==> config.mk <==
export PLATFORM = sky130hd
export DESIGN_NAME = objects_mux_collision_flat
export DESIGN_NICKNAME = d
export VERILOG_FILES = /design/src/rtl/roadfighter_pkg.sv /design/src/rtl/objects_mux_collision_if.sv /design/src/rtl/objects_mux_collision_pixel_priority_mux.sv /design/src/rtl/objects_mux_collision.sv /design/src/flat_wrapper.sv
export SDC_FILE = /design/constraint.sdc
export NUM_CORES = 1
export LEC_CHECK = 0
export CORE_MARGIN = 1.5
export CORE_UTILIZATION = 40
export CTS_CLUSTER_DIAMETER = 40
export DETAILED_ROUTE_END_ITERATION = 6
export GPL_TIMING_DRIVEN = 0
export PLACE_DENSITY = 0.75
export SYNTH_ARGS = -nofsm -noshare
export SYNTH_HDL_FRONTEND = slang
export SYNTH_SLANG_ARGS = --single-unit
==> constraint.sdc <==
create_clock -name clk -period 2.65 [get_ports clk]
set_clock_uncertainty 0.1 [all_clocks]
set_input_delay 0.3975 -clock clk [delete_from_list [all_inputs] [get_ports clk]]
set_output_delay 0.3975 -clock clk [all_outputs]
set_load 0.01 [all_outputs]
==> src/rtl/roadfighter_pkg.sv <==
// Shared types and constants for the Road Fighter object drawing and collision path.
package roadfighter_pkg;

    localparam logic [7:0] MASK_VALUE  = 8'h62;
    localparam int         NUM_AI_CARS = 4;

    typedef logic [7:0] color_t;

    typedef enum logic {ARMED, COOLDOWN} coll_state_t;

    // Every sprite drawer marks "no object here" with the same mask colour.
    function automatic logic is_opaque(input color_t c, input color_t mask);
        return c != mask;
    endfunction

endpackage

==> src/rtl/objects_mux_collision_if.sv <==
// Pixel and game-event bundle between the sprite drawers, the collision block and game control.
interface objects_mux_collision_if
    import roadfighter_pkg::*;
#(
    parameter int NUM_AI = NUM_AI_CARS
) ();
    localparam int IDX_W = (NUM_AI > 1) ? $clog2(NUM_AI) : 1;

    logic                  frame_start;
    logic                  new_game;
    color_t                bg_color;
    color_t                player_color;
    color_t                bonus_color;
    color_t [NUM_AI-1:0]   ai_color;
    color_t                rgb_out;
    logic                  crash_pulse;
    logic                  bonus_pulse;
    logic [IDX_W-1:0]      crash_ai_idx;
    logic [7:0]            crash_count;
    logic                  immune;

    modport slave (
        input  frame_start, new_game, bg_color, player_color, bonus_color, ai_color,
        output rgb_out, crash_pulse, bonus_pulse, crash_ai_idx, crash_count, immune
    );

    modport master (
        output frame_start, new_game, bg_color, player_color, bonus_color, ai_color,
        input  rgb_out, crash_pulse, bonus_pulse, crash_ai_idx, crash_count, immune
    );

endinterface

==> src/rtl/objects_mux_collision_pixel_priority_mux.sv <==
// Combinational layer select: player > bonus > ai[0..N-1] > background, mask colour is see-through.
module pixel_priority_mux
    import roadfighter_pkg::*;
#(
    parameter int     NUM_AI = NUM_AI_CARS,
    parameter color_t MASK   = roadfighter_pkg::MASK_VALUE
) (
    input  color_t              player_color,
    input  color_t              bonus_color,
    input  color_t [NUM_AI-1:0] ai_color,
    input  color_t              bg_color,
    output color_t              pixel_color,
    output logic                player_opaque,
    output logic                bonus_opaque,
    output logic [NUM_AI-1:0]   ai_opaque
);

    always_comb begin
        player_opaque = is_opaque(player_color, MASK);
        bonus_opaque  = is_opaque(bonus_color, MASK);
        ai_opaque     = '0;
        for (int i = 0; i < NUM_AI; i++) begin
            ai_opaque[i] = is_opaque(ai_color[i], MASK);
        end
    end

    // Paint from lowest priority upward so the last opaque layer written wins.
    always_comb begin
        pixel_color = bg_color;
        for (int i = NUM_AI - 1; i >= 0; i--) begin
            if (ai_opaque[i]) pixel_color = ai_color[i];
        end
        if (bonus_opaque)  pixel_color = bonus_color;
        if (player_opaque) pixel_color = player_color;
    end

endmodule

==> src/rtl/objects_mux_collision.sv <==
// Final pixel colour register plus per-frame player collision detection and crash/bonus event FSM.
module objects_mux_collision #(
    parameter int         NUM_AI     = roadfighter_pkg::NUM_AI_CARS,
    parameter int         COOLDOWN   = 60,
    parameter logic [7:0] MASK_VALUE = roadfighter_pkg::MASK_VALUE
) (
    input  logic                  clk,
    input  logic                  resetN,
    objects_mux_collision_if.slave bus
);
    import roadfighter_pkg::*;

    localparam int IDX_W = (NUM_AI > 1) ? $clog2(NUM_AI) : 1;

    color_t              mux_color;
    logic                player_op;
    logic                bonus_op;
    logic [NUM_AI-1:0]   ai_op;

    logic                crash_ov;
    logic                bonus_ov;
    logic [IDX_W-1:0]    ov_idx;

    logic                crash_hit;
    logic                bonus_hit;
    logic [IDX_W-1:0]    ai_idx_lat;

    coll_state_t         state, state_next;
    logic [7:0]          cooldown_cnt, cooldown_next;
    logic                crash_pulse, crash_pulse_next;
    logic                bonus_pulse, bonus_pulse_next;
    logic [IDX_W-1:0]    crash_ai_idx, crash_ai_idx_next;
    logic [7:0]          crash_count, crash_count_next;
    color_t              rgb_q;

    pixel_priority_mux #(
        .NUM_AI (NUM_AI),
        .MASK   (MASK_VALUE)
    ) u_mux (
        .player_color  (bus.player_color),
        .bonus_color   (bus.bonus_color),
        .ai_color      (bus.ai_color),
        .bg_color      (bus.bg_color),
        .pixel_color   (mux_color),
        .player_opaque (player_op),
        .bonus_opaque  (bonus_op),
        .ai_opaque     (ai_op)
    );

    always_comb begin
        crash_ov = player_op && (|ai_op);
        bonus_ov = player_op && bonus_op;
        ov_idx   = '0;
        for (int i = NUM_AI - 1; i >= 0; i--) begin
            if (ai_op[i]) ov_idx = IDX_W'(i);
        end
    end

    always_ff @(posedge clk) begin
        if (!resetN) rgb_q <= 8'h00;
        else         rgb_q <= mux_color;
    end

    // On frame_start the FSM consumes the old latches while this cycle's overlap seeds the new frame.
    always_ff @(posedge clk) begin
        if (!resetN || bus.new_game) begin
            crash_hit  <= 1'b0;
            bonus_hit  <= 1'b0;
            ai_idx_lat <= '0;
        end else if (bus.frame_start) begin
            crash_hit  <= crash_ov;
            bonus_hit  <= bonus_ov;
            ai_idx_lat <= ov_idx;
        end else begin
            if (crash_ov && !crash_hit) begin
                crash_hit  <= 1'b1;
                ai_idx_lat <= ov_idx;
            end
            if (bonus_ov) bonus_hit <= 1'b1;
        end
    end

    always_ff @(posedge clk) begin
        if (!resetN) begin
            state        <= roadfighter_pkg::ARMED;
            cooldown_cnt <= 8'd0;
            crash_pulse  <= 1'b0;
            bonus_pulse  <= 1'b0;
            crash_ai_idx <= '0;
            crash_count  <= 8'd0;
        end else begin
            state        <= state_next;
            cooldown_cnt <= cooldown_next;
            crash_pulse  <= crash_pulse_next;
            bonus_pulse  <= bonus_pulse_next;
            crash_ai_idx <= crash_ai_idx_next;
            crash_count  <= crash_count_next;
        end
    end

    always_comb begin
        state_next        = state;
        cooldown_next     = cooldown_cnt;
        crash_pulse_next  = 1'b0;
        bonus_pulse_next  = 1'b0;
        crash_ai_idx_next = crash_ai_idx;
        crash_count_next  = crash_count;

        if (bus.new_game) begin
            state_next       = roadfighter_pkg::ARMED;
            cooldown_next    = 8'd0;
            crash_count_next = 8'd0;
        end else if (bus.frame_start) begin
            case (state)
                roadfighter_pkg::ARMED: begin
                    // A crash swallows any bonus pickup from the same frame.
                    if (crash_hit) begin
                        crash_pulse_next  = 1'b1;
                        crash_ai_idx_next = ai_idx_lat;
                        if (crash_count != 8'hFF) crash_count_next = crash_count + 8'd1;
                        cooldown_next     = 8'(COOLDOWN);
                        state_next        = roadfighter_pkg::COOLDOWN;
                    end else if (bonus_hit) begin
                        bonus_pulse_next = 1'b1;
                    end
                end
                roadfighter_pkg::COOLDOWN: begin
                    if (bonus_hit) bonus_pulse_next = 1'b1;
                    if (cooldown_cnt <= 8'd1) begin
                        cooldown_next = 8'd0;
                        state_next    = roadfighter_pkg::ARMED;
                    end else begin
                        cooldown_next = cooldown_cnt - 8'd1;
                    end
                end
                default: state_next = roadfighter_pkg::ARMED;
            endcase
        end
    end

    assign bus.rgb_out      = rgb_q;
    assign bus.crash_pulse  = crash_pulse;
    assign bus.bonus_pulse  = bonus_pulse;
    assign bus.crash_ai_idx = crash_ai_idx;
    assign bus.crash_count  = crash_count;
    assign bus.immune       = (state == roadfighter_pkg::COOLDOWN);

endmodule

==> src/flat_wrapper.sv <==
// flat-port wrapper written by rule: the top's interface ports become plain ports
module objects_mux_collision_flat import roadfighter_pkg::*;
#(
    parameter int         NUM_AI     = roadfighter_pkg::NUM_AI_CARS,
    parameter int         COOLDOWN   = 60,
    parameter logic [7:0] MASK_VALUE = roadfighter_pkg::MASK_VALUE
)
  (clk, resetN, bus_frame_start, bus_new_game, bus_bg_color, bus_player_color, bus_bonus_color, bus_ai_color, bus_rgb_out, bus_crash_pulse, bus_bonus_pulse, bus_crash_ai_idx, bus_crash_count, bus_immune);
  objects_mux_collision_if #(.NUM_AI(NUM_AI)) bus_i ();
  input  logic clk;
  input  logic resetN;
  input wire logic [$bits(bus_i.frame_start)-1:0] bus_frame_start;
  input wire logic [$bits(bus_i.new_game)-1:0] bus_new_game;
  input wire logic [$bits(bus_i.bg_color)-1:0] bus_bg_color;
  input wire logic [$bits(bus_i.player_color)-1:0] bus_player_color;
  input wire logic [$bits(bus_i.bonus_color)-1:0] bus_bonus_color;
  input wire logic [$bits(bus_i.ai_color)-1:0] bus_ai_color;
  output wire logic [$bits(bus_i.rgb_out)-1:0] bus_rgb_out;
  output wire logic [$bits(bus_i.crash_pulse)-1:0] bus_crash_pulse;
  output wire logic [$bits(bus_i.bonus_pulse)-1:0] bus_bonus_pulse;
  output wire logic [$bits(bus_i.crash_ai_idx)-1:0] bus_crash_ai_idx;
  output wire logic [$bits(bus_i.crash_count)-1:0] bus_crash_count;
  output wire logic [$bits(bus_i.immune)-1:0] bus_immune;
  assign bus_i.frame_start = bus_frame_start;
  assign bus_i.new_game = bus_new_game;
  assign bus_i.bg_color = bus_bg_color;
  assign bus_i.player_color = bus_player_color;
  assign bus_i.bonus_color = bus_bonus_color;
  assign bus_i.ai_color = bus_ai_color;
  assign bus_rgb_out = bus_i.rgb_out;
  assign bus_crash_pulse = bus_i.crash_pulse;
  assign bus_bonus_pulse = bus_i.bonus_pulse;
  assign bus_crash_ai_idx = bus_i.crash_ai_idx;
  assign bus_crash_count = bus_i.crash_count;
  assign bus_immune = bus_i.immune;
  objects_mux_collision #(.NUM_AI(NUM_AI), .COOLDOWN(COOLDOWN), .MASK_VALUE(MASK_VALUE)) u_core (.clk(clk), .resetN(resetN), .bus(bus_i));
endmodule
==> impl_metrics.env <==
export IMPL_status="completed"
export IMPL_cts_htree_levels=2
export IMPL_dominant_combinational_cell_family_by_area_after_synthesis="simple AND/OR/NAND/NOR gates"
export IMPL_post_cts_resized=0
export IMPL_p_comb_share_pct=19.6
export IMPL_path_clk_slew_ps=60
export IMPL_finalCriticalPeriod_ps=2180
export IMPL_worstPathMaxFanout=9
export IMPL_design_core_area_um2=4850
export IMPL_synth_edff_count=0
export IMPL_synth_distinct_cells=59
export IMPL_initial_utilization_pct=42.4
export IMPL_worst_pin_slew_ps=690
export IMPL_postCtsSetupBuffers=0
export IMPL_syn_to_final_growth_pct=47.3
export IMPL_cts_hold_fix_buffers=0
export IMPL_final_core_util_pct=62.4
export IMPL_drv_slew=0
export IMPL_synth_async_reset_ratio_pct=0
export IMPL_worstSetupPathType="input port to register"
export IMPL_share_clk_of_total_power_pct=34.2
export IMPL_grt_first_pass_wirelength_um=8890
export IMPL_clock_root_buffer="clkbuf_8"
export IMPL_synth_most_common_cell="nor2_1"
export IMPL_mux_share_of_post_synthesis_cell_area_pct=1.52
export IMPL_fp_dieH_um=74.7
export IMPL_slowest_delay_ps=540
export IMPL_worst_slew_margin_rel_pct=53.5
export IMPL_worst_setup_path_end_kind="register"
export IMPL_synth_compound_area_share_pct=25.9
export IMPL_yosys_top_cells_area="dfxtp_1 (32%), nor2_1 (6.9%), o21ai_0 (4.6%), a21oi_1 (3.4%), nand2_1 (2.9%)"
export IMPL_gr_util_all_layers_pct=20.7
export IMPL_port_buffers=80
export IMPL_min_period_over_period_pct=82.1
export IMPL_cp_slowest_cell="nor4b_4"
export IMPL_initial_antenna_violation_count=0
export IMPL_syn_nets=312
export IMPL_first_iter_violations=114
export IMPL_count_of_endpoints_failing_hold_in_the_final_timing_report=0
export IMPL_route_detailed_vias_per_inst=5.60
export IMPL_antenna_nets_post_route=0
export IMPL_reg2reg_from="u_core.cooldown_cnt[0]"
export IMPL_synth_largest_area_cell="dfxtp_1"
export IMPL_total_congestion_overflow_after_global_routing=0
export IMPL_sequentialPowerShare_pct=46.2
export IMPL_row_count=25
export IMPL_required_ps=2770
export IMPL_cp_num_buf_inv=1
export IMPL_drt_drc_violations_left=0
export IMPL_startpoint="bus_ai_color[24]"
export IMPL_p_per_area_nw_per_um2=368
export IMPL_internal_power_w=0.000842
export IMPL_startpoint_type="input port"
export IMPL_dr_pass1_iters=4
export IMPL_dp_hpwl_um=4520
export IMPL_critical_path_arrival_ps=2290
export IMPL_cts_buffers_inserted=5
export IMPL_synth_seq_cells=33
export IMPL_design_die_area_um2=5570
export IMPL_drt_wl_total_um=5550
export IMPL_synth_area_per_cell_um2=8.25
export IMPL_yosysWarnings=0
export IMPL_synth_top_cells_by_count="nor2_1 (38), dfxtp_1 (33), o21ai_0 (19)"
export IMPL_routed_wire_length_per_instance_um=13.8
export IMPL_path_delay_family="simple AND/OR/NAND/NOR gates"
export IMPL_chip_width_um=74.7
export IMPL_xor_xnor_share_of_the_synthesized_area_pct=2.13
export IMPL_post_synth_and_or_nand_nor_area_fraction_pct=33.8
export IMPL_synth_ff_type="dfxtp_1"
export IMPL_synth_fa_ha_area_share_pct=1.83
export IMPL_first_global_vias=2064
export IMPL_vdd_ir_drop_max_uv=195
export IMPL_setup_repair_after_global_routing_missed_its_margin="no"
export IMPL_maximum_number_of_pins_on_one_net_before_global_route_repair=11
export IMPL_hold_worst_slack_ps=358
export IMPL_clock_tree_buffer_depth=2
export IMPL_worstHoldPathType="register to register"
export IMPL_layout_drive_gt1_share_pct=7.74
export IMPL_cts_sink_count=33
export IMPL_layout_nets=399
export IMPL_netSwitchingFraction_pct=24.3
export IMPL_fillers=449
export IMPL_synth_yosys_seq_area_share_pct=32.2
export IMPL_diode_insertion_count_for_antenna_repair=0
export IMPL_totalNegativeSetupSlack_ps=0
export IMPL_place_congestion=0.957
export IMPL_timing_critical_path_cells="clkdlybuf4s50_1 > nor4b_4 > nand2_1 > or3b_4 > a21oi_2 > mux2i_1"
export IMPL_clock_fmax_mhz=460
export IMPL_drv_cap=0
export IMPL_total_number_of_vias=2257
export IMPL_i_o_pin_cnt=81
export IMPL_setup_viol=0
export IMPL_total_power_w=0.00111
export IMPL_total_leakage_power_nw=1.10
export IMPL_clock_network_latency_to_the_later_pin_of_the_worst_skew_pair_ps=280
export IMPL_min_from="u_core.bonus_hit"
export IMPL_synth_top_area_share_pct=32.2
export IMPL_postSynthCellCount=249
export IMPL_syn_cell_area_um2=2050
export IMPL_tritoncts="done"
export IMPL_power_switching_w=0.000270
## power groups by stage
stage,clock [W],sequential (W),combinational (W)
finish,0.000380,0.000514,0.000219
global placement,0,0.000525,0.000217
floorplan,0,0.000528,0.0000744
global route,0.000415,0.000515,0.000236
detailed placement,0,0.000525,0.000218
CTS,0.000388,0.000514,0.000219
## kinds of logic (layout without fill, tap and decap cells)
logic type                 Yosys count  in the layout
AOI/OAI and AO/OA                   78             78
xor gates and xnor gates             5              5
buffers and inverters               14            101
DFF                                 33             33
and+or+nand+nor                    113            113
adders and majority gates            3              3
muxes                                3              3
## stage by stage
stage	std cells	area [um2]	setup slack (ps)
global placement	396	2940	187
global route	403	3030	357
floorplan	249	2050	808
finish	403	3030	474
CTS	403	3030	472
detailed placement	396	2940	169
## placed cells by master (no fill, tap or decap), types with 5 or more instances in the layout
master            n
clkbuf_8          6
nor2_1           38
dfxtp_1          33
nand2_1          16
a22oi_1           6
clkdlybuf4s50_1  80
a21oi_1          14
a21o_1            6
o21ai_0          19
a41oi_1           5
nand3_1          10
a31oi_1           6
and3_1            5
nor3_1            6
inv_1             6
clkbuf_1          6
## worst paths after layout
path                                               end  slack, ps  cells after the start
worst max-delay path              u_core.ai_idx_lat[0]        470                      6
worst min-delay path            u_core.bus.bonus_pulse        360                      2
worst max register to register  u_core.cooldown_cnt[5]        670                      7
worst min register to register  u_core.bus.bonus_pulse        360                      2
## worst register-to-register path: cells and delay by family, from the launching register on
kind            cells  cell delay [ps]
flops               1              460
simple gates        2              220
compound gates      3              790
fa+ha+maj           1              280
buf+inv             1               70
## flip-flops by register name, summed over array words and instances, names as in the netlist
name,count
u_core.ai_idx_lat,2
u_core.bonus_hit,1
u_core.bus.bonus_pulse,1
u_core.bus.crash_ai_idx,2
u_core.bus.crash_count,8
u_core.bus.crash_pulse,1
u_core.bus.immune,1
u_core.bus.rgb_out,8
u_core.cooldown_cnt,8
u_core.crash_hit,1
## layer usage
metal	vias to the layer above	global-route usage, %	wire, um
met4	0	7.88	103
met3	9	4.82	303
li1	1122	-	-
met2	76	36.0	2720
met5	-	0	0
met1	1050	24.7	2430
## final cells by class
| type | instances | area, um2 | share of cell area (%) |
|---|---|---|---|
| multi-input combinational | 202 | 1340 | 44.3 |
| timing repair buffer | 80 | 801 | 26.5 |
| tap | 67 | 83.8 | 2.77 |
| buffer | 7 | 28.8 | 0.951 |
| inverter | 7 | 26.3 | 0.868 |
| clock buffer | 7 | 86.3 | 2.85 |
| sequential | 33 | 661 | 21.8 |
Power figures use the tool's default switching activity.
